===== config.mk =====
export PLATFORM = sky130hd
export DESIGN_NAME = nano_mem_arbiter
export DESIGN_NICKNAME = d
export VERILOG_FILES = /design/src/rtl/nano_mem_defs_pkg.sv /design/src/rtl/nano_starve_guard.sv /design/src/rtl/nano_mem_arbiter.sv
export SDC_FILE = /design/constraint.sdc
export NUM_CORES = 1
export LEC_CHECK = 0
export CAP_MARGIN = 15
export CORE_AREA = 2 2 80 82
export CTS_CLUSTER_SIZE = 25
export DETAILED_ROUTE_END_ITERATION = 6
export DIE_AREA = 0 0 82 84
export PLACE_DENSITY_LB_ADDON = 0.2
export SLEW_MARGIN = 20
export SYNTH_ARGS = -nofsm -noshare
export SYNTH_HDL_FRONTEND = slang
export SYNTH_HIERARCHICAL = 1
export SYNTH_SLANG_ARGS = --single-unit

===== constraint.sdc =====
create_clock -name i_clk -period 2.3 [get_ports i_clk]
set_input_delay 0.46 -clock i_clk [delete_from_list [all_inputs] [get_ports i_clk]]
set_output_delay 0.46 -clock i_clk [all_outputs]
set_load 0.01 [all_outputs]

===== src/rtl/nano_mem_defs_pkg.sv =====
// Shared constants for the nano_riscv memory arbiter: default address width,
// full-word byte enable and read-owner encodings.
package nano_mem_defs;
  localparam int         ADDR_W_DEF = 10;
  localparam int         CNT_W      = 4;
  localparam logic [3:0] BE_WORD    = 4'b1111;
  localparam logic       OWN_IF     = 1'b0;
  localparam logic       OWN_LS     = 1'b1;
endpackage


===== src/rtl/nano_starve_guard.sv =====
// Saturating count of consecutive cycles the fetch stage waited without a
// grant; raises force_win once the limit is reached so fetch cannot starve.
module nano_starve_guard
  import nano_mem_defs::*;
#(
  parameter int STARVE_MAX = 4
) (
  input  logic i_clk,
  input  logic i_rst,
  input  logic i_waiting,
  input  logic i_granted,
  output logic o_force_win
);
  localparam logic [CNT_W-1:0] LIMIT = CNT_W'(STARVE_MAX);

  logic [CNT_W-1:0] cnt_q, cnt_d;

  // Clear on a fetch grant or an idle fetch; otherwise count up and hold at LIMIT.
  always_comb begin
    cnt_d = '0;
    if (i_waiting && !i_granted)
      cnt_d = (cnt_q == LIMIT) ? cnt_q : cnt_q + 1'b1;
  end

  // Counter register.
  always_ff @(posedge i_clk) begin
    if (i_rst) cnt_q <= '0;
    else       cnt_q <= cnt_d;
  end

  assign o_force_win = (cnt_q == LIMIT);
endmodule


===== src/rtl/nano_mem_arbiter.sv =====
// Shares one single-port 1-cycle-latency memory between fetch and load/store.
// Load/store wins by default; the starve guard hands a contended cycle to
// fetch after STARVE_MAX denials. Read data is steered back to its owner.
module nano_mem_arbiter
  import nano_mem_defs::*;
#(
  parameter int ADDR_W     = ADDR_W_DEF,
  parameter int STARVE_MAX = 4
) (
  input  logic              i_clk,
  input  logic              i_rst,
  input  logic              i_if_req,
  input  logic [ADDR_W-1:0] i_if_addr,
  output logic              o_if_gnt,
  output logic              o_if_rvalid,
  output logic [31:0]       o_if_rdata,
  input  logic              i_ls_req,
  input  logic              i_ls_we,
  input  logic [3:0]        i_ls_be,
  input  logic [ADDR_W-1:0] i_ls_addr,
  input  logic [31:0]       i_ls_wdata,
  output logic              o_ls_gnt,
  output logic              o_ls_rvalid,
  output logic [31:0]       o_ls_rdata,
  output logic              o_mem_en,
  output logic              o_mem_we,
  output logic [3:0]        o_mem_be,
  output logic [ADDR_W-1:0] o_mem_addr,
  output logic [31:0]       o_mem_wdata,
  input  logic [31:0]       i_mem_rdata
);
  logic force_win;
  logic if_gnt, ls_gnt;
  logic rd_pend_q, rd_pend_d;
  logic rd_owner_q, rd_owner_d;

  nano_starve_guard #(.STARVE_MAX(STARVE_MAX)) u_guard (
    .i_clk       (i_clk),
    .i_rst       (i_rst),
    .i_waiting   (i_if_req),
    .i_granted   (if_gnt),
    .o_force_win (force_win)
  );

  // Grant select and memory command mux; nothing is granted during reset.
  always_comb begin
    ls_gnt      = !i_rst && i_ls_req && !(i_if_req && force_win);
    if_gnt      = !i_rst && i_if_req && !ls_gnt;
    o_mem_en    = 1'b0;
    o_mem_we    = 1'b0;
    o_mem_be    = '0;
    o_mem_addr  = '0;
    o_mem_wdata = '0;
    if (ls_gnt) begin
      o_mem_en    = 1'b1;
      o_mem_we    = i_ls_we;
      o_mem_be    = i_ls_we ? i_ls_be : BE_WORD;
      o_mem_addr  = i_ls_addr;
      o_mem_wdata = i_ls_we ? i_ls_wdata : 32'h0;
    end else if (if_gnt) begin
      o_mem_en    = 1'b1;
      o_mem_be    = BE_WORD;
      o_mem_addr  = i_if_addr;
    end
    rd_pend_d  = o_mem_en && !o_mem_we;
    rd_owner_d = ls_gnt ? OWN_LS : OWN_IF;
  end

  // Remember who issued this cycle's read so next cycle's data goes to them.
  always_ff @(posedge i_clk) begin
    if (i_rst) begin
      rd_pend_q  <= 1'b0;
      rd_owner_q <= OWN_IF;
    end else begin
      rd_pend_q  <= rd_pend_d;
      rd_owner_q <= rd_owner_d;
    end
  end

  assign o_if_gnt    = if_gnt;
  assign o_ls_gnt    = ls_gnt;
  // Reset also suppresses a response that was in flight when it arrived.
  assign o_if_rvalid = !i_rst && rd_pend_q && (rd_owner_q == OWN_IF);
  assign o_ls_rvalid = !i_rst && rd_pend_q && (rd_owner_q == OWN_LS);
  assign o_if_rdata  = o_if_rvalid ? i_mem_rdata : 32'h0;
  assign o_ls_rdata  = o_ls_rvalid ? i_mem_rdata : 32'h0;
endmodule


==> flow_summary_export.csv, run 1 <==
group,metric,value,unit
global_route,grt_pass1_vias,1945,
detailed_routing,via_count,2062,
power,seqPwrFrac,16.1,%
logic_synthesis,synth-main-ff-cell,"dfxtp_1",
logic_synthesis,synth_most_common_cell,"and2_1",
logic_synthesis,syn_nets,271,
floorplan,ios,209,
setup_path,arrival,1.87,ns
outcome,outcome,"finished, violations left",
sta,finalWorstSetupSlack,-0.0259,ns
setup_path,rr_worst_depth,10,
place,portBuffers,208,
power,intPower,0.497,mW
logic_synthesis,synth-seq-area-share,9.86,%
floorplan,die_w,82,microns
cts,clk_path_buf_depth,2,
floorplan,fp.dieH,84,microns
cells_and_area,nNetsFinal,507,
logic_synthesis,synth_area,0.00122,sq mm
floorplan,core,0.00610,sq mm
global_route,grt_overflow,0,
cells_and_area,drive_gt1_share,30.5,%
place,pre_cts_ws,-0.471,ns
sta,period_share,101,%
cells_and_area,regArea,123,sq um
setup_path,end_kind,"output pin",
power,power_leakage,2.16,nW
sta,slew_viol_final,0,
logic_synthesis,postSynthCellCount,176,
global_route,antenna_found_initial,0,
logic_synthesis,synth_top_area_share,43.1,%
global_route,grt_pass1_wl,9580,microns
detailed_routing,routed_wirelength,6690,microns
sta,hold_viol,0,
global_route,grt_usage,17.5,%
cts,cts-buffers-inserted,3,
cts,clkTransAtPathRegs,0.04,ns
power,p_sw_share,28.2,%
logic_synthesis,yosys_register_bits,6,
setup_path,startpoint_type,"flop",
cells_and_area,nFillCells,534,
place,routabilityCongestion,0.768,
power,irDropWorstVdd,179,uV
sta,finalSetupTns,-0.0479,ns
run,max_cap_violations,0,
sta,setup_violations,2,
detailed_routing,wl_per_cell,13.7,microns
detailed_routing,viasPerCell,4.23,
cts,numClockSinks,6,
power,power,0.693,mW
sta,clock_skew,0.00141,ns
power,p_comb_share,61.9,%
cells_and_area,area_growth,202,%
power,powerDensity,188,mW/mm^2
cts,clock_latency,0.22,ns
sta,timing.fmax,430,MHz
detailed_routing,route.detailed.drc,0,
logic_synthesis,avgSynthCellArea,6.92,sq um
detailed_routing,ant_nets,0,
sta,max-slew-margin-rel,81.6,%
detailed_routing,drt-pass1-iter-count,4,
power,clkPwrFrac,22.0,%
logic_synthesis,synthArstFlopShare,0,%
sta,hold_ws,0.520,ns
cells_and_area,n_antenna_cell,0,
setup_path,cp_max_fo,4,
worst_hold_path,whs_path_depth,2,
worst_hold_path,hold_path.class,"flop to flop",
logic_synthesis,yosysWarnings,6,
cts,cts-root-buf,"clkbuf_8",
logic_synthesis,yosysUniqueCellTypes,26,
global_route,grt_max_degree,34,
logic_synthesis,synth_edf_count,0,
cts,cts_tree,"done",
cts,cts_htree_levels,1,
outcome,violations,"setup timing",
place,hpwl,5090,microns
setup_path,required,1.84,ns
detailed_routing,dr.first_iter.drc_count,21,
power,p_sw,0.195,mW
floorplan,dieArea,0.00689,sq mm
sta,fin_crit,2.33,ns
floorplan,rows,29,
sta,rsz0062_at_grt,"yes",
cts,cts_hold_buffers,0,
floorplan,initial_utilization,20.0,%
logic_synthesis,post-synth-top-area-cell,"and2_1",
setup_path,path_class,"flop to output pin",
logic_synthesis,synth_commonest_cells,"and2_1 (84), nor2_1 (17), and2_2 (12)",
cells_and_area,multi_input_area,0.00110,sq mm
sta,worst_pin_slew,0.275,ns
logic_synthesis,ys_top_cells_by_area,"and2_1 (43%), dfxtp_1 (9.9%), and2_2 (7.4%), a32oi_1 (7.2%), nor2_1 (5.2%)",
[logic make-up (layout without fill, tap and decap cells)]
logic type | after synthesis | after routing | share of synthesized area [%]
and+or+nand+nor | 121 | 121 | 61.3
AOI/OAI and AO/OA | 24 | 24 | 16.0
buffers and inverters | 19 | 253 | 7.70
DFF | 6 | 6 | 9.86
adders and majority gates | 2 | 2 | 2.05
xor gates and xnor gates | 2 | 2 | 1.44
muxes | 2 | 2 | 1.64
[placed cells by master (no fill, tap or decap), types with 2 or more instances in the layout]
master	count
buf_4	24
a211oi_1	2
clkdlybuf4s15_1	3
buf_12	2
o21ai_0	4
dfxtp_1	4
clkdlybuf4s50_1	99
clkbuf_2	5
clkbuf_8	3
a21oi_1	5
and2_4	7
mux2i_1	2
a32oi_2	7
dfxtp_2	2
and2_1	79
a32oi_1	3
dlygate4sd2_1	40
dlymetal6s2s_1	21
xnor2_1	2
and2_2	10
nor2_1	17
buf_2	29
buf_6	19
inv_2	4
[critical path, cell delays in order (launching register included)]
cell	delay [ns]
dfxtp_2	0.32
inv_2	0.04
ha_4	0.16
nand3b_4	0.08
inv_4	0.04
a2111oi_4	0.30
buf_4	0.21
buf_16	0.11
buf_6	0.09
buf_6	0.08
and2_4	0.12
buf_6	0.09
[sequential cells by signal, indices dropped and copies added, names as in the netlist]
register       cells
u_guard/cnt_q      4
rd_owner_q         1
rd_pend_q          1
[what timing repair did]
action,4_1_cts,5_1_grt
buffers inserted,12,2
pin swaps,7,9
resized for setup,245,48
endpoints found under the setup margin,116,76
gates cloned,5,2
hold endpoints to repair,0,0
[area by class of cell]
type | instances | area share [%]
Sequential cell | 6 | 3.33
Inverter | 5 | 0.577
Timing Repair Buffer | 245 | 62.5
Clock buffer | 3 | 1.12
Tap cell | 77 | 2.62
Multi-Input combinational cell | 151 | 29.9
[stage by stage]
step	cell area [sq um]	util, %	std cells
2_1_floorplan	1220	-	176
3_3_place_gp	3490	57.3	466
3_5_place_dp	3490	57.3	466
4_1_cts	3600	59.0	486
5_1_grt	3680	60.4	487
6_report	3680	60.4	487
[final timing paths]
path | from | end | slack (ns)
hold / removal | u_guard/cnt_q[3] | u_guard/cnt_q[3] | 0.52
hold reg to reg | u_guard/cnt_q[3] | u_guard/cnt_q[3] | 0.52
setup reg to reg | u_guard/cnt_q[1] | u_guard/cnt_q[0] | 0.43
setup / recovery | u_guard/cnt_q[1] | o_mem_wdata[19] | -0.03
[per-layer routing]
metal	track usage (%)	part of all wire (%)	vias up
met3	3.46	9.7	4
met5	0	0	-
met1	18.1	35	904
li1	-	-	1044
met4	3.79	0.82	0
met2	34.6	54	110
[power groups by stage]
stage	Clock [mW]	Sequential (mW)	Combinational [mW]
global route	0.161	0.112	0.462
CTS	0.156	0.111	0.423
detailed placement	0	0.112	0.415
finish	0.152	0.111	0.429
global placement	0	0.112	0.412
floorplan	0	0.112	0.118
Note: power is estimated with default switching activity, not from simulation.
==> inputs of run 2 (changes only) <==
- SLEW_MARGIN: 20 -> not set
==> results of run 2 <==
Final layout, timing and power as in run 1 (identical DEF).
==> inputs of run 3 (changes only) <==
- CAP_MARGIN: 15 -> not set
==> results of run 3 <==
Final layout, timing and power as in run 1 (identical DEF).
